--- src/rtl/burst_xfer_engine_pkg.sv ---
// Shared definitions for the burst transfer engine.
// Holds the default bus widths, the FSM state encoding, the source
// select encoding and a small grant-validity helper.
package burst_xfer_engine_pkg;

  localparam int DATA_W_DEF = 8;
  localparam int SIZE_W_DEF = 3;

  typedef logic [1:0] state_t;

  // State encoding kept as plain constants so older tools and
  // waveform scripts can decode the raw value.
  localparam state_t IDLE = 2'd0;
  localparam state_t XFER = 2'd1;
  localparam state_t DONE = 2'd2;

  localparam logic SRC_A = 1'b0;
  localparam logic SRC_B = 1'b1;

  // True when exactly one of the two grants is asserted.
  function automatic logic grant_one_hot(input logic grant_a, input logic grant_b);
    return grant_a ^ grant_b;
  endfunction

endpackage

--- src/rtl/burst_xfer_engine_if.sv ---
// Bus bundle between the arbiter/sources/sink and the burst engine.
// Signals:
//   start, respA, respB       arbiter start pulse and one-hot grant
//   sizeA, sizeB              requested beat counts
//   dataA, dataB              head beats of the two sources
//   out_ready                 sink ready
//   out_valid, out_data       output beat port
//   out_src                   latched source (0 = A, 1 = B)
//   popA, popB                head-consumed strobes back to the sources
//   busy, done                engine status / completion pulse to the arbiter
//   beat_cnt, err             accepted-beat count and sticky protocol error
// Modports: slave = engine view, master = environment view.
interface burst_xfer_engine_if
  import burst_xfer_engine_pkg::*;
#(
  parameter int DATA_W = DATA_W_DEF,
  parameter int SIZE_W = SIZE_W_DEF
) ();

  logic              start;
  logic              respA;
  logic              respB;
  logic [SIZE_W-1:0] sizeA;
  logic [SIZE_W-1:0] sizeB;
  logic [DATA_W-1:0] dataA;
  logic [DATA_W-1:0] dataB;
  logic              out_ready;
  logic              out_valid;
  logic [DATA_W-1:0] out_data;
  logic              out_src;
  logic              popA;
  logic              popB;
  logic              busy;
  logic              done;
  logic [SIZE_W-1:0] beat_cnt;
  logic              err;

  modport slave (
    input  start, respA, respB, sizeA, sizeB, dataA, dataB, out_ready,
    output out_valid, out_data, out_src, popA, popB, busy, done, beat_cnt, err
  );

  modport master (
    output start, respA, respB, sizeA, sizeB, dataA, dataB, out_ready,
    input  out_valid, out_data, out_src, popA, popB, busy, done, beat_cnt, err
  );

endinterface

--- src/rtl/burst_xfer_engine_beat_counter.sv ---
// Beat bookkeeping for one burst.
// A load sets the remaining-beat down-counter to the granted size and
// clears the accepted-beat up-counter; each dec moves one beat from
// remaining to accepted.
// Ports:
//   clk, reset     clock, asynchronous active-low reset
//   load_i         start of a new burst
//   load_val_i     granted size
//   dec_i          one beat accepted this cycle
//   beat_cnt_o     beats accepted so far (held after the burst ends)
//   zero_o         no beats remain
//   last_o         exactly one beat remains
module burst_xfer_engine_beat_counter
  import burst_xfer_engine_pkg::*;
#(
  parameter int SIZE_W = SIZE_W_DEF
) (
  input  logic              clk,
  input  logic              reset,
  input  logic              load_i,
  input  logic [SIZE_W-1:0] load_val_i,
  input  logic              dec_i,
  output logic [SIZE_W-1:0] beat_cnt_o,
  output logic              zero_o,
  output logic              last_o
);

  logic [SIZE_W-1:0] remaining_q, remaining_d;
  logic [SIZE_W-1:0] beat_cnt_q, beat_cnt_d;

  // Next-state for both counters; dec is ignored once remaining hits
  // zero so beat_cnt can never exceed the loaded size.
  always_comb begin
    remaining_d = remaining_q;
    beat_cnt_d  = beat_cnt_q;
    if (load_i) begin
      remaining_d = load_val_i;
      beat_cnt_d  = '0;
    end else if (dec_i && (remaining_q != '0)) begin
      remaining_d = remaining_q - SIZE_W'(1);
      beat_cnt_d  = beat_cnt_q + SIZE_W'(1);
    end else begin
      remaining_d = remaining_q;
      beat_cnt_d  = beat_cnt_q;
    end
  end

  // Counter registers.
  always_ff @(posedge clk or negedge reset) begin
    if (!reset) begin
      remaining_q <= '0;
      beat_cnt_q  <= '0;
    end else begin
      remaining_q <= remaining_d;
      beat_cnt_q  <= beat_cnt_d;
    end
  end

  assign beat_cnt_o = beat_cnt_q;
  assign zero_o     = (remaining_q == '0);
  assign last_o     = (remaining_q == SIZE_W'(1));

endmodule

--- src/rtl/burst_xfer_engine.sv ---
// Burst transfer engine sitting behind a two-requester arbiter.
// On a legal start it latches the granted source and size, streams that
// many beats from the source to the valid/ready output (popping the
// source on each accepted beat) and then pulses done for one cycle.
// Ports:
//   clk    system clock
//   reset  asynchronous active-low reset
//   bus    burst_xfer_engine_if.slave bundle (grant, sources, sink, status)
module burst_xfer_engine
  import burst_xfer_engine_pkg::*;
#(
  parameter int DATA_W = DATA_W_DEF,
  parameter int SIZE_W = SIZE_W_DEF
) (
  input  logic                clk,
  input  logic                reset,
  burst_xfer_engine_if.slave  bus
);

  state_t            state_q, state_d;
  logic              src_q, src_d;
  logic              err_q, err_d;

  logic              grant_ok_s;
  logic [SIZE_W-1:0] grant_size_s;
  logic              accept_s;
  logic              load_s;
  logic              dec_s;
  logic              cnt_zero_s;
  logic              cnt_last_s;
  logic [SIZE_W-1:0] beat_cnt_s;
  logic [DATA_W-1:0] mux_data_s;

  assign grant_ok_s   = grant_one_hot(bus.respA, bus.respB);
  assign grant_size_s = bus.respB ? bus.sizeB : bus.sizeA;
  assign accept_s     = (state_q == XFER) && bus.out_ready;

  // FSM next-state, counter control and protocol-error detection.
  always_comb begin
    state_d = state_q;
    src_d   = src_q;
    err_d   = err_q;
    load_s  = 1'b0;
    dec_s   = 1'b0;
    case (state_q)
      IDLE: begin
        if (bus.start && grant_ok_s) begin
          load_s  = 1'b1;
          src_d   = bus.respB ? SRC_B : SRC_A;
          state_d = (grant_size_s == '0) ? DONE : XFER;
        end else if (bus.start) begin
          err_d = 1'b1;
        end else begin
          state_d = IDLE;
        end
      end
      XFER: begin
        if (bus.start) begin
          err_d = 1'b1;
        end else begin
          err_d = err_q;
        end
        if (cnt_zero_s) begin
          // Unreachable in normal operation; never strand the engine.
          state_d = DONE;
        end else if (accept_s) begin
          dec_s   = 1'b1;
          state_d = cnt_last_s ? DONE : XFER;
        end else begin
          state_d = XFER;
        end
      end
      DONE: begin
        if (bus.start) begin
          err_d = 1'b1;
        end else begin
          err_d = err_q;
        end
        state_d = IDLE;
      end
      default: begin
        state_d = IDLE;
      end
    endcase
  end

  // State, latched source and sticky error registers.
  always_ff @(posedge clk or negedge reset) begin
    if (!reset) begin
      state_q <= IDLE;
      src_q   <= SRC_A;
      err_q   <= 1'b0;
    end else begin
      state_q <= state_d;
      src_q   <= src_d;
      err_q   <= err_d;
    end
  end

  burst_xfer_engine_beat_counter #(
    .SIZE_W (SIZE_W)
  ) u_beat_counter (
    .clk        (clk),
    .reset      (reset),
    .load_i     (load_s),
    .load_val_i (grant_size_s),
    .dec_i      (dec_s),
    .beat_cnt_o (beat_cnt_s),
    .zero_o     (cnt_zero_s),
    .last_o     (cnt_last_s)
  );

  // Output data follows the latched source combinationally.
  always_comb begin
    if (src_q == SRC_B) begin
      mux_data_s = bus.dataB;
    end else begin
      mux_data_s = bus.dataA;
    end
  end

  assign bus.out_valid = (state_q == XFER);
  assign bus.out_data  = mux_data_s;
  assign bus.out_src   = src_q;
  // Pops are combinational so the source advances on the accepting edge.
  assign bus.popA      = accept_s && (src_q == SRC_A);
  assign bus.popB      = accept_s && (src_q == SRC_B);
  assign bus.busy      = (state_q != IDLE);
  assign bus.done      = (state_q == DONE);
  assign bus.beat_cnt  = beat_cnt_s;
  assign bus.err       = err_q;

endmodule
--- src/flat_wrapper.sv ---
// flat-port wrapper written by rule: the top's interface ports become plain ports
module burst_xfer_engine_flat import burst_xfer_engine_pkg::*;
#(
  parameter int DATA_W = DATA_W_DEF,
  parameter int SIZE_W = SIZE_W_DEF
)
  (clk, reset, bus_start, bus_respA, bus_respB, bus_sizeA, bus_sizeB, bus_dataA, bus_dataB, bus_out_ready, bus_out_valid, bus_out_data, bus_out_src, bus_popA, bus_popB, bus_busy, bus_done, bus_beat_cnt, bus_err);
  burst_xfer_engine_if #(.DATA_W(DATA_W), .SIZE_W(SIZE_W)) bus_i ();
  input  logic clk;
  input  logic reset;
  input wire logic [$bits(bus_i.start)-1:0] bus_start;
  input wire logic [$bits(bus_i.respA)-1:0] bus_respA;
  input wire logic [$bits(bus_i.respB)-1:0] bus_respB;
  input wire logic [$bits(bus_i.sizeA)-1:0] bus_sizeA;
  input wire logic [$bits(bus_i.sizeB)-1:0] bus_sizeB;
  input wire logic [$bits(bus_i.dataA)-1:0] bus_dataA;
  input wire logic [$bits(bus_i.dataB)-1:0] bus_dataB;
  input wire logic [$bits(bus_i.out_ready)-1:0] bus_out_ready;
  output wire logic [$bits(bus_i.out_valid)-1:0] bus_out_valid;
  output wire logic [$bits(bus_i.out_data)-1:0] bus_out_data;
  output wire logic [$bits(bus_i.out_src)-1:0] bus_out_src;
  output wire logic [$bits(bus_i.popA)-1:0] bus_popA;
  output wire logic [$bits(bus_i.popB)-1:0] bus_popB;
  output wire logic [$bits(bus_i.busy)-1:0] bus_busy;
  output wire logic [$bits(bus_i.done)-1:0] bus_done;
  output wire logic [$bits(bus_i.beat_cnt)-1:0] bus_beat_cnt;
  output wire logic [$bits(bus_i.err)-1:0] bus_err;
  assign bus_i.start = bus_start;
  assign bus_i.respA = bus_respA;
  assign bus_i.respB = bus_respB;
  assign bus_i.sizeA = bus_sizeA;
  assign bus_i.sizeB = bus_sizeB;
  assign bus_i.dataA = bus_dataA;
  assign bus_i.dataB = bus_dataB;
  assign bus_i.out_ready = bus_out_ready;
  assign bus_out_valid = bus_i.out_valid;
  assign bus_out_data = bus_i.out_data;
  assign bus_out_src = bus_i.out_src;
  assign bus_popA = bus_i.popA;
  assign bus_popB = bus_i.popB;
  assign bus_busy = bus_i.busy;
  assign bus_done = bus_i.done;
  assign bus_beat_cnt = bus_i.beat_cnt;
  assign bus_err = bus_i.err;
  burst_xfer_engine #(.DATA_W(DATA_W), .SIZE_W(SIZE_W)) u_core (.clk(clk), .reset(reset), .bus(bus_i));
endmodule
--- config.mk ---
export PLATFORM = sky130hd
export DESIGN_NAME = burst_xfer_engine_flat
export DESIGN_NICKNAME = d
export VERILOG_FILES = /design/src/rtl/burst_xfer_engine_pkg.sv /design/src/rtl/burst_xfer_engine_if.sv /design/src/rtl/burst_xfer_engine_beat_counter.sv /design/src/rtl/burst_xfer_engine.sv /design/src/flat_wrapper.sv
export SDC_FILE = /design/constraint.sdc
export NUM_CORES = 1
export LEC_CHECK = 0
export ABC_AREA = 1
export BUFFER_PORTS_ARGS = -buffer_cell sky130_fd_sc_hd__clkbuf_2
export CAP_MARGIN = 30
export CORE_MARGIN = 5
export CORE_UTILIZATION = 44
export CTS_BUF_LIST = sky130_fd_sc_hd__clkbuf_16
export CTS_CLUSTER_DIAMETER = 150
export DETAILED_ROUTE_END_ITERATION = 16
export GPL_ROUTABILITY_DRIVEN = 1
export PLACE_DENSITY_LB_ADDON = 0.08
export SYNTH_ARGS = -nofsm -noshare
export SYNTH_HDL_FRONTEND = slang
export SYNTH_SLANG_ARGS = --single-unit
export TNS_END_PERCENT = 5
--- constraint.sdc ---
create_clock -name clk -period 1.4 [get_ports clk]
set_input_delay 0.07 -clock clk [delete_from_list [all_inputs] [get_ports clk]]
set_output_delay 0.07 -clock clk [all_outputs]
set_load 0.02 [all_outputs]
======== After elaboration in Yosys (flattened, before gate mapping) ========
Index checks and enable logic that the tools add are counted.
storage, ports and cells
  register bits after elaboration ......... 10
  latch bits .............................. 0
  RAM bits ................................ 0
  ROM bits ................................ 0
  input port bits ......................... 28
  output and inout port bits .............. 18
  logic and storage cells ................. 51
  memories kept ........................... 0
operators by class
  $add $sub $neg .......................... 2
  multipliers ............................. 0
  div/mod/pow operators ................... 0
  order comparisons ....................... 0
  equal/unequal tests ..................... 5
  shifts and indexed selects .............. 0
  multiplexer cells ....................... 22
  bitwise gates (word level) .............. 2
  reductions and logical operators ........ 15
operators by type and width
  kind                                                                     number
  3-bit 2-to-1 mux                                                         5
  2-bit 2-to-1 mux                                                         6
  1-bit 2-to-1 mux                                                         8
  8-bit 2-to-1 mux                                                         1
  3-bit logical NOT                                                        2
  2-bit nonzero test                                                       3
  1-bit logical AND                                                        5
  2-bit one-hot mux with 2 select lines                                    1
  2-bit AND reduction                                                      2
  3-bit by 1-bit adder with 3-bit output, second input constant            1
  3-bit by 1-bit equality test with 1-bit output, second input constant    1
  3-bit by 2-bit inequality test with 1-bit output, second input constant  1
  3-bit nonzero test                                                       1
  3-bit by 1-bit subtractor with 3-bit output, second input constant       1
  2-bit by 1-bit equality test with 1-bit output, second input constant    1
  2-bit equality test, second input constant                               1
  2-bit logical NOT                                                        1
  2-bit inequality test, second input constant                             1
  1-bit one-hot mux with 2 select lines                                    1
  2-bit OR reduction                                                       1
  1-bit inverter                                                           1
  1-bit XOR                                                                1

======== Logic depth before layout (Yosys ltp) ========
Gate-level depths: netlist of run 1.
  word-level depth ........................ 8
  gate-level depth with buffers ........... 10

======== Modules after synthesis ========
From an unflattened synthesis of run 1, not the netlist that was laid out.
unflattened totals
  cell total of the unflattened synthesis .. 141
  area, all modules ....................... 907.1 µm²
by module, submodules not included
  module                          instances  cells an instance  area an instance (µm²)  sequential area each (µm²)
  burst_xfer_engine               1          88                 499.2                   100.1
  burst_xfer_engine_beat_counter  1          53                 407.9                   150.1

======== Worst setup path after synthesis of run 1 ========
No wires, ideal clock.
  kind .................................... flip-flop to flip-flop
  start ................................... register u_core.state_q[1]
  end ..................................... register u_core.u_beat_counter.beat_cnt_q[2], in the netlist u_core.u_beat_counter.beat_cnt_o[2]
  data arrival time ....................... 1.377 ns
  required time ........................... 1.282 ns
  slack ................................... -0.095 ns
  stages on the path, launching flop included .. 10
  period minus slack after synthesis ...... 1.495 ns
  cell sequence ........................... dfrtp_1 -> inv_1 -> ha_1 -> nand2_1 -> inv_1 -> nand2_2 -> inv_1 -> nand3_1 -> nand2_1 -> a21oi_2
between the ends
  longest elaborated chain between the ends .. 7
  elaborated cells between the ends (all ways) .. 10
  classes of those cells .................. 1 x eq/ne; 5 x mux; 4 x reduce/logical
ends and longest elaborated chain
  item                                                RTL line                              RTL
  from (decl)                                         burst_xfer_engine.sv:20               state_t state_q, state_d;
  from (signal assigned)                              burst_xfer_engine.sv:94               state_q <= state_d;
  2-bit by 1-bit equality test with 1-bit output (*)  -
  via bus_out_valid                                   flat_wrapper.sv:19                    output wire logic [$bits(bus_i.out_valid)-1:0] bus_out_valid;
  1-bit logical AND                                   burst_xfer_engine.sv:36               assign accept_s = (state_q == XFER) && bus.out_ready;
  1-bit 2-to-1 mux                                    burst_xfer_engine.sv:66               end else if (accept_s) begin
  1-bit 2-to-1 mux                                    burst_xfer_engine.sv:63               if (cnt_zero_s) begin
  1-bit 2-to-1 mux (*)                                burst_xfer_engine.sv:45               case (state_q)
  1-bit logical AND (*)                               burst_xfer_engine_beat_counter.sv:39  end else if (dec_i && (remaining_q != '0)) begin
  2-bit nonzero test (no source line) (*)             -
  to (signal assigned)                                burst_xfer_engine_beat_counter.sv:55  beat_cnt_q <= beat_cnt_d;
  to (decl)                                           burst_xfer_engine_beat_counter.sv:29  logic [SIZE_W-1:0] beat_cnt_q, beat_cnt_d;
Mark *: on every way through the listed nets, which the timed path passes. The rest lies on a longest branch.
A chain may end at the register's enable or synchronous reset.

======== Worst setup path in the final report of run 1 ========
  start ................................... register u_core.state_q[1]
  end ..................................... output port bus_popA
between the ends
  longest elaborated chain between the ends .. 3
ends and longest elaborated chain
  item                                            RTL line                  RTL
  2-bit by 1-bit equality test with 1-bit output  burst_xfer_engine.sv:36
  1-bit logical AND                               burst_xfer_engine.sv:36
  1-bit logical AND                               burst_xfer_engine.sv:126  assign bus.popA = accept_s && (src_q == SRC_A);
  to (decl)                                       flat_wrapper.sv:22        output wire logic [$bits(bus_i.popA)-1:0] bus_popA;
No other way between the ends.

==> results of run 1 <==
-- final timing paths --
| path | from | endpoint | slack, ns |
|---|---|---|---|
| max | u_core.state_q[1] | bus_popA | 0.04 |
| min | bus_start | u_core.bus.err | 0.15 |
| max reg2reg | u_core.state_q[0] | u_core.u_beat_counter.remaining_q[1] | 0.08 |
| min reg2reg | u_core.bus.err | u_core.bus.err | 0.47 |
| max in group asynchronous | reset | u_core.bus.err | 0.96 |
| min in group asynchronous | reset | u_core.u_beat_counter.beat_cnt_o[0] | 0.24 |
-- cell families after synthesis --
| family | after synthesis | share of synthesized area [%] |
|---|---|---|
| AND/OR/NAND/NOR | 75 | 39.0 |
| flip-flops | 10 | 29.5 |
| AO/OA/AOI/OAI | 11 | 9.87 |
| adder cells (fa/ha/maj) | 7 | 10.3 |
| XOR/XNOR | 2 | 2.06 |
| buffers and inverters | 20 | 9.28 |
-- metrics by stage --
| step | std cells | hold WS (ns) | total power (W) |
|---|---|---|---|
| 2_1_floorplan | 125 | -0.226 | 0.00140 |
| 3_3_place_gp | 197 | -0.0512 | 0.00177 |
| 3_5_place_dp | 197 | -0.0542 | 0.00180 |
| 4_1_cts | 205 | 0.153 | 0.00236 |
| 5_1_grt | 206 | 0.192 | 0.00260 |
| 6_report | 206 | 0.150 | 0.00240 |
-- registers in the layout, summed over array words and instances, names as in the netlist --
register	flops
u_core.u_beat_counter.beat_cnt_o	3
u_core.u_beat_counter.remaining_q	3
u_core.state_q	2
u_core.bus.err	1
u_core.bus.out_src	1
-- final cells by class --
class	count	area [µm²]	share of cell area [%]
clock buffers	3	75.1	5.90
well taps	25	31.3	2.46
multi-input cells	95	539	42.4
flip-flops and latches	10	250	19.7
repair buffers	54	300	23.6
inverters	19	76.3	6.00
-- power groups by stage --
stage               sequential [W]  combinational [W]  clock, W
floorplan                 0.000519           0.000876         0
global placement          0.000484            0.00128         0
CTS                       0.000486            0.00138  0.000495
finish                    0.000491            0.00142  0.000490
global route              0.000505            0.00159  0.000510
detailed placement        0.000489            0.00131         0
-- routing by layer --
layer | vias to the layer above | wire, µm | GRT usage, %
met2 | 28 | 1060 | 28.0
li1 | 493 | - | -
met1 | 390 | 1030 | 21.2
met4 | 0 | 38 | 7.66
met3 | 5 | 145 | 1.11
met5 | - | 0 | 0
-- worst max-delay path: stages (launching register included) --
cell     delay [ns]
dfrtp_1        0.38
inv_2          0.07
ha_2           0.17
nand2_2        0.06
buf_4          0.13
nor2_1         0.09
buf_4          0.15
-- synthesized netlist by cell type --
cell type and count:
nand2_1 58, inv_1 15, dfrtp_1 10, nand3_1 8, ha_1 7, a21oi_2 4, nor2_1 4, a21oi_1 2
inv_2 2, nand2_4 2, o21ai_0 2, xor2_1 2, buf_2 1, clkinv_1 1, inv_4 1, nand2_2 1
nand3_2 1, nor2_8 1, o211ai_2 1, o21ai_2 1, o21bai_1 1
-- timing repair --
item,CTS,global route
pin swaps,1,0
hold endpoints to repair,10,0
setup endpoints to repair,6,9
gates cloned,0,0
resized for setup,2,10
hold buffers,1,0
setup buffers,4,1
==> out/qor.yml, run 1 <==
hold_path_depth: 3
cts_max_level: 1
area_growth_pct: 49.8
io_pins: 46
grt_pass1_wl_um: 3520
drive_gt1_share_pct: 43.1
drt_pre_antenna_iters: 2
initial_core_util_pct: 47.6
skew_ns: 0.000695
p_int_w: 0.00131
placed_area_um2: 1130
p_seq_share_pct: 20.4
clk_latency_ns: 0.23
cap_violations: 0
initialDrtViolationCount: 11
fin_util_pct: 71.4
wl_um: 2280
grt_pass1_vias: 865
final_cell_mix: "56 x nand2_1, 43 x clkbuf_2, 12 x inv_1, 10 x buf_4, 10 x dfrtp_1"
min_path_type: "in2reg"
fin_crit_ns: 1.36
synth_nets: 160
drv_slew: 0
grt_max_degree: 11
grt_overflow: 0
rr_worst_depth: 7
dp_hpwl_um: 1800
nets: 218
yosysSeqAreaShare_pct: 29.5
switchingPower_w: 0.00110
die_w_um: 53.9
avgRoutedWirePerCell_um: 11.0
final_common_cell: "nand2_1"
hold_violations: 0
synth_area_leaders: "dfrtp_1 29%, nand2_1 26%, ha_1 10%, inv_1 6.6%, nand3_1 4.7%"
status: "finished clean"
clk_pin_slew_ns: 0.04
synth_area_um2: 850
synth_cells: 125
critical_path_class: "reg2out"
setup_tns_ns: 0
num_vias: 916
worstPathRequired_ns: 1.33
finalCritPeriodShare_pct: 96.9
drc: 0
ys_types: 21
cts.root.buffer_cell: "clkbuf_16"
cp-start-kind: "flip-flop"
grt_usage_pct: 16.5
combPwrFrac_pct: 59.2
tightest_slew_ns: 0.245
num_antenna_cells: 0
cts_buffer_depth: 2
leakage_nw: 0.778
syn_area_per_cell_um2: 6.80
ant_nets: 0
nFillCells: 147
dieArea_um2: 2910
ys_warn_count: 0
power_frac_clock_pct: 20.4
post-route-cell-area_um2: 1270
cts_tree: "done"
synth.largest_area_cell: "dfrtp_1"
port_buffers: 45
vdd.ir_drop.worst_mv: 1.29
worstSetupEndpointType: "primary output"
die_y_um: 53.9
place_ws_ns: -0.0418
cts.sinks: 10
crit_arrival_ns: 1.29
rows: 15
swShare_pct: 45.6
cts_buffers: 3
core-area_um2: 1780
synth-seq-cells: 10
final-setup-viol-count: 0
max_freq_mhz: 737
synth.top_cell.area_share_pct: 29.5
vias_per_cell: 4.45
gp_congestion: 0.795
worst_slack_ns: 0.0434
crit_path_max_fanout: 2
power.density_nw_per_um2: 1890
rsz0062_at_grt: "yes"
antenna_found_initial: 0
slew_headroom_pct: 83.7
(Power assumes the default switching activity.)
==> run 2, diff against run 1 <==
CORE_UTILIZATION = 45   (was 44)
SYNTH_HIERARCHICAL = 1   (was default)
==> out/qor.yml, run 2 <==
final_cells: 237  # +15%
cp_slowest_cell: "dfrtp_2"
grt_max_degree: 11  # unchanged
cts_tree: "done"
yosysMostFrequentCell: "nand2_1"
num_antenna_cells: 0  # unchanged
tightest_slew_ns: 0.298  # +0.0531 ns
cap_violations: 0  # unchanged
leakage_nw: 0.908  # +17%
worst_slack_ns: -0.0413  # -0.0847 ns
avgRoutedWirePerCell_um: 12.8  # +16%
antenna_found_initial: 0  # unchanged
critical_path_class: "reg2reg"
die_w_um: 54.9  # +1.8%
post-place-cells: 225  # +14%
critPathBufInv: 3  # unchanged
ys_types: 18  # -14%
gp_congestion: 0.758  # -4.7%
synth_common_cells: "65 x nand2_1, 20 x inv_1, 10 x dfrtp_1"
wl_um: 3030  # +33%
crit_path_max_fanout: 6  # +4
dieArea_um2: 3010  # +3.6%
drc: 0  # unchanged
vias_per_cell: 4.81  # +8.1%
nFillCells: 130  # -12%
fin_crit_ns: 1.44  # +0.0847 ns
clk_latency_ns: 0.24  # about the same
clk_pin_slew_ns: 0.04  # about the same
worstSetupEndpointType: "flip-flop"
synth.top_cell.area_share_pct: 27.6  # -1.9 points
finalCritPeriodShare_pct: 103  # +6.0 points
grt_pass1_vias: 1040  # +20%
ant_nets: 0  # unchanged
num_vias: 1139  # +24%
slew_headroom_pct: 80.0  # -3.7 points
slowest_delay_ns: 0.43  # +0.05 ns
cts.root.buffer_cell: "clkbuf_16"
synth_cells: 141  # +13%
drive_gt1_share_pct: 50.0  # +6.9 points
io_pins: 46  # unchanged
initial_core_util_pct: 46.7  # -0.94 points
crit_chain: "inv_2 -> ha_4 -> nand2_4 -> a21oi_4 -> buf_12 -> buf_6 -> nand2_2 -> nand2_1 -> nand2_1 -> nand2_1"
p_int_w: 0.00164  # +25%
final_cell_mix: "62 x nand2_1, 42 x clkbuf_2, 16 x buf_4, 14 x inv_1, 9 x dfrtp_1"
nets: 246  # +13%
cts.sinks: 10  # unchanged
cts_buffer_depth: 2  # unchanged
synth_flop_cell: "dfrtp_1"
drt_pre_antenna_iters: 4  # +2
grt_usage_pct: 19.8  # +3.3 points
dp_hpwl_um: 2020  # +12%
setup_tns_ns: -0.158  # -0.158 ns
drv_slew: 0  # unchanged
skew_ns: 0.00132  # +0.000629 ns
swShare_pct: 46.4  # +0.79 points
area_growth_pct: 71.2
synth.largest_area_cell: "dfrtp_1"
worstPathRequired_ns: 1.57  # +0.24 ns
path_delay_family: "flip-flops"
cts_max_level: 1  # unchanged
synth_edf_count: 0  # unchanged
synthArstFlopShare_pct: 100  # unchanged
cts_buffers: 3  # unchanged
cp-start-kind: "flip-flop"
synth_area_um2: 907  # +6.8%
synth-seq-cells: 10  # unchanged
ys_warn_count: 6  # +6
power_frac_clock_pct: 16.8  # -3.6 points
port_buffers: 45  # unchanged
p_seq_share_pct: 16.7  # -3.7 points
initialDrtViolationCount: 48  # +37
crit_arrival_ns: 1.61  # +0.32 ns
die_y_um: 54.9  # +1.8%
synth_area_leaders: "dfrtp_1 28%, nand2_1 27%, ha_1 9.7%, inv_1 8.3%, nand3_1 5.0%"
syn_area_per_cell_um2: 6.43  # -5.3%
status: "finished, violations left"
max_freq_mhz: 694  # -5.9%
switchingPower_w: 0.00142  # +30%
power.density_nw_per_um2: 1970  # +4.3%
grt_pass1_wl_um: 4330  # +23%
final-setup-viol-count: 7  # +7
rsz0062_at_grt: "yes"
rows: 16  # +1
cpMostUsedCell: "nand2_1"
final_common_cell: "nand2_1"
fin_worst_hold_slack_ns: 0.132  # -0.0189 ns
vdd.ir_drop.worst_mv: 1.58  # +23%
synth_nets: 176  # +10%
grt_overflow: 0  # unchanged
min_path_type: "in2reg"
violations: "setup timing"
yosysSeqAreaShare_pct: 27.6  # -1.9 points
hold_violations: 0  # unchanged
place_ws_ns: -0.0586  # -0.0168 ns
core-area_um2: 1940  # +8.9%
combPwrFrac_pct: 66.5  # +7.3 points
## run 2: path summary, 6_finish.rpt
path	slack [ns]	startpoint	to	cells after the start
min reg2reg	0.47	u_core/bus.err	u_core/bus.err	1
min	0.13	bus_start	u_core/bus.err	3
max in group asynchronous	0.93	reset	u_core/state_q[0]	2
max	-0.04	u_core/state_q[0]	u_core/state_q[0]	10
max reg2reg	-0.04	u_core/state_q[0]	u_core/state_q[0]	10
min in group asynchronous	0.24	reset	u_core/bus.err	2
## run 2: area by class of cell
class                      count  area [µm²]  area share, %
clock buffer                   3        75.1           4.83
clock inverter                 1        3.75          0.242
inverter                      24        92.6           5.96
multi-input combinational    106         664           42.8
sequential                    10         251           16.2
tap                           27        33.8           2.18
timing repair buffer          66         432           27.8
## run 2: metrics by stage
stage               area (µm²)  utilization, %  power, W
floorplan                  940               -   0.00154
global placement          1290            66.5   0.00207
detailed placement        1290            66.5   0.00211
CTS                       1460            75.0   0.00282
global route              1550            80.0   0.00327
finish                    1550            80.0   0.00306
## run 2: cells by family (layout without fill, tap and decap cells)
| group | count (synthesis) | after routing | synth area share (%) |
|---|---|---|---|
| simple gates | 89 | 89 | 42.2 |
| buf+inv | 25 | 94 | 10.5 |
| flops | 10 | 10 | 27.6 |
| compound gates | 9 | 9 | 9.10 |
| fa+ha+maj | 7 | 7 | 9.65 |
| xor+xnor | 1 | 1 | 0.966 |
## run 2: power groups by stage
| stage | registers (W) | logic, W | clock network [W] |
|---|---|---|---|
| 2_1_floorplan | 0.000538 | 0.00100 | 0 |
| 3_3_place_gp | 0.000488 | 0.00158 | 0 |
| 3_5_place_dp | 0.000496 | 0.00161 | 0 |
| 4_1_cts | 0.000500 | 0.00179 | 0.000525 |
| 5_1_grt | 0.000526 | 0.00220 | 0.000544 |
| 6_report | 0.000511 | 0.00204 | 0.000513 |
## run 2: layer usage
metal | track usage (%) | routed length (µm)
met5 | 0 | 0
met4 | 6.48 | 29
met3 | 2.95 | 295
met2 | 39.8 | 1580
met1 | 20.4 | 1120
## run 2: what timing repair did
item	in CTS	in global routing
hold buffers	1	0
pin swaps	5	10
resized for setup	17	18
endpoints found under the setup margin	10	12
hold endpoints to repair	10	0
setup buffers	3	4
## run 2: worst reg2reg max path: stages, from the launching register on
cell     delay [ns]
dfrtp_2        0.43
inv_2          0.10
ha_4           0.16
nand2_4        0.05
a21oi_4        0.16
buf_12         0.15
buf_6          0.10
nand2_2        0.04
nand2_1        0.07
nand2_1        0.05
nand2_1        0.07
==> run 3, diff against run 2 <==
PLACE_DENSITY = 0.79   (was default)
PLACE_DENSITY_LB_ADDON = default   (was 0.08)
REMOVE_ABC_BUFFERS = 1   (was default)
==> out/qor.yml, run 3 (same netlist as run 2, synthesis figures left out) <==
critical_path_class: "reg2reg"
finalCritPeriodShare_pct: 104  # +0.68 points
dp_hpwl_um: 2080  # +2.9%
crit_path_max_fanout: 5  # -1
cts.root.buffer_cell: "clkbuf_16"
initialDrtViolationCount: 29  # -40%
r2r_start: "u_core/state_q[0]"
cp-start-kind: "flip-flop"
min_path_type: "in2reg"
crit_arrival_ns: 1.58  # -0.03 ns
final_common_cell: "nand2_1"
drive_gt1_share_pct: 50.7  # +0.72 points
grt_pass1_wl_um: 4400  # +1.6%
setup_tns_ns: -0.257  # -0.0993 ns
post-place-cells: 227  # +0.89%
placed_area_um2: 1270  # -1.4%
cts_buffer_depth: 2  # unchanged
cts.sinks: 10  # unchanged
finalPower_w: 0.00311  # +1.6%
final_cells: 236  # -0.42%
slew_headroom_pct: 78.4  # -1.6 points
avgRoutedWirePerCell_um: 14.2  # +11%
place_ws_ns: -0.0710  # -0.0124 ns
worstSetupStartpoint: "u_core/state_q[0]"
vias_per_cell: 5.14  # +6.9%
clk_pin_slew_ns: 0.04  # about the same
cap_violations: 0  # unchanged
worstSetupEndpointType: "flip-flop"
worst_slack_ns: -0.0508  # -0.00947 ns
status: "finished, violations left"
drt_pre_antenna_iters: 5  # +1
max_freq_mhz: 689  # -0.65%
worstPathRequired_ns: 1.53  # -0.04 ns
violations: "setup timing"
grt_usage_pct: 21.3  # +1.5 points
clk_latency_ns: 0.24  # about the same
final-setup-viol-count: 8  # +1
drc: 0  # unchanged
final_cell_mix: "58 x nand2_1, 42 x clkbuf_2, 17 x buf_4, 14 x inv_1, 9 x dfrtp_1"
initial_core_util_pct: 46.7  # unchanged
hold_path_depth: 3  # unchanged
die_y_um: 54.9  # unchanged
grt_pass1_vias: 1072  # +3.1%
ant_nets: 0  # unchanged
area_growth_pct: 68.3
rows: 16  # unchanged
nFillCells: 138  # +6.2%
hold_violations: 0  # unchanged
cts_max_level: 1  # unchanged
cts_buffers: 3  # unchanged
io_pins: 46  # unchanged
fin_crit_ns: 1.45  # +0.00947 ns
leakage_nw: 0.894  # -1.6%
wl_um: 3360  # +11%
rr_worst_depth: 8  # -2
tightest_slew_ns: 0.322  # +0.0232 ns
nets: 245  # -0.41%
vdd.ir_drop.worst_mv: 1.43  # -9.5%
dieArea_um2: 3010  # unchanged
die_w_um: 54.9  # unchanged
num_antenna_cells: 0  # unchanged
skew_ns: 0.00135  # +0.0000275 ns
port_buffers: 45  # unchanged
hold_path_startpoint: "bus_start"
power.density_nw_per_um2: 2040  # +3.4%
grt_overflow: 0  # unchanged
core-area_um2: 1940  # unchanged
gp_congestion: 0.758  # +0.11%
rsz0062_at_grt: "yes"
antenna_found_initial: 0  # unchanged
cts_tree: "done"
grt_max_degree: 11  # unchanged
drv_slew: 0  # unchanged
post-route-cell-area_um2: 1530  # -1.7%
num_vias: 1213  # +6.5%
## run 3: changes by cell type in the layout (fill, tap and decap cells not counted)
cell / before / now
nand2_1: 62 / 58
buf_4: 16 / 17
o21ai_1: 0 / 2
o22ai_1: 0 / 1
buf_8: 1 / 0
o22ai_2: 1 / 0
nand2_2: 4 / 8
o21ai_0: 3 / 1
nor2_2: 5 / 4
buf_12: 1 / 0
nor2_1: 1 / 2
## run 3: power breakdown
part	total [W]	switching (W)	internal (W)
sequential	0.000502	0.000103	0.000399
combinational	0.00208	0.00122	0.000867
clock	0.000523	0.000147	0.000376
## run 3: repair_timing
| action | in CTS | in global routing |
|---|---|---|
| pin swaps | 0 | 12 |
| endpoints found under the setup margin | 9 | 10 |
| hold endpoints to repair | 10 | 0 |
| setup buffers | 0 | 4 |
| gates resized for setup | 17 | 30 |
| hold buffers | 1 | 0 |
## run 3: through the flow
stage          hold WS, ns  util, %
6_report             0.197     78.6
5_1_grt              0.212     78.6
4_1_cts              0.163     72.5
3_5_place_dp       -0.0438     65.6
3_3_place_gp       -0.0506     65.6
2_1_floorplan       -0.226        -
## run 3: worst paths after layout
kind / end / slack, ns
worst max-delay path: u_core/u_beat_counter/remaining_q[0] / -0.05
worst min-delay path: u_core/bus.err / 0.20
worst max register to register: u_core/u_beat_counter/remaining_q[0] / -0.05
worst min register to register: u_core/bus.err / 0.50
max in group asynchronous: u_core/state_q[0] / 0.92
min in group asynchronous: u_core/u_beat_counter/beat_cnt_o[2] / 0.25
## run 3: layout make-up
class	instances	area [µm²]	area share, %
clock buffers	3	75.1	4.92
well taps	27	33.8	2.21
flip-flops and latches	10	251	16.5
multi-input cells	106	666	43.6
clock inverters	1	3.75	0.246
inverters	24	92.6	6.07
repair buffers	65	404	26.5
## run 3: worst max-delay path: stages (launching register included)
cell,delay [ns]
dfrtp_2,0.43
inv_2,0.08
ha_4,0.14
nand2_4,0.06
a21oi_4,0.26
buf_4,0.19
o21ai_1,0.07
nand2_1,0.06
nand2_1,0.05
## run 3: per-layer routing
metal  vias to the layer above  routed length (µm)  GRT usage (%)
met4                         0                  99           14.2
met1                       564                1220           21.1
met2                        74                1640           38.8
li1                        564                   -              -
met5                         -                   0              0
met3                        11                 395           5.09
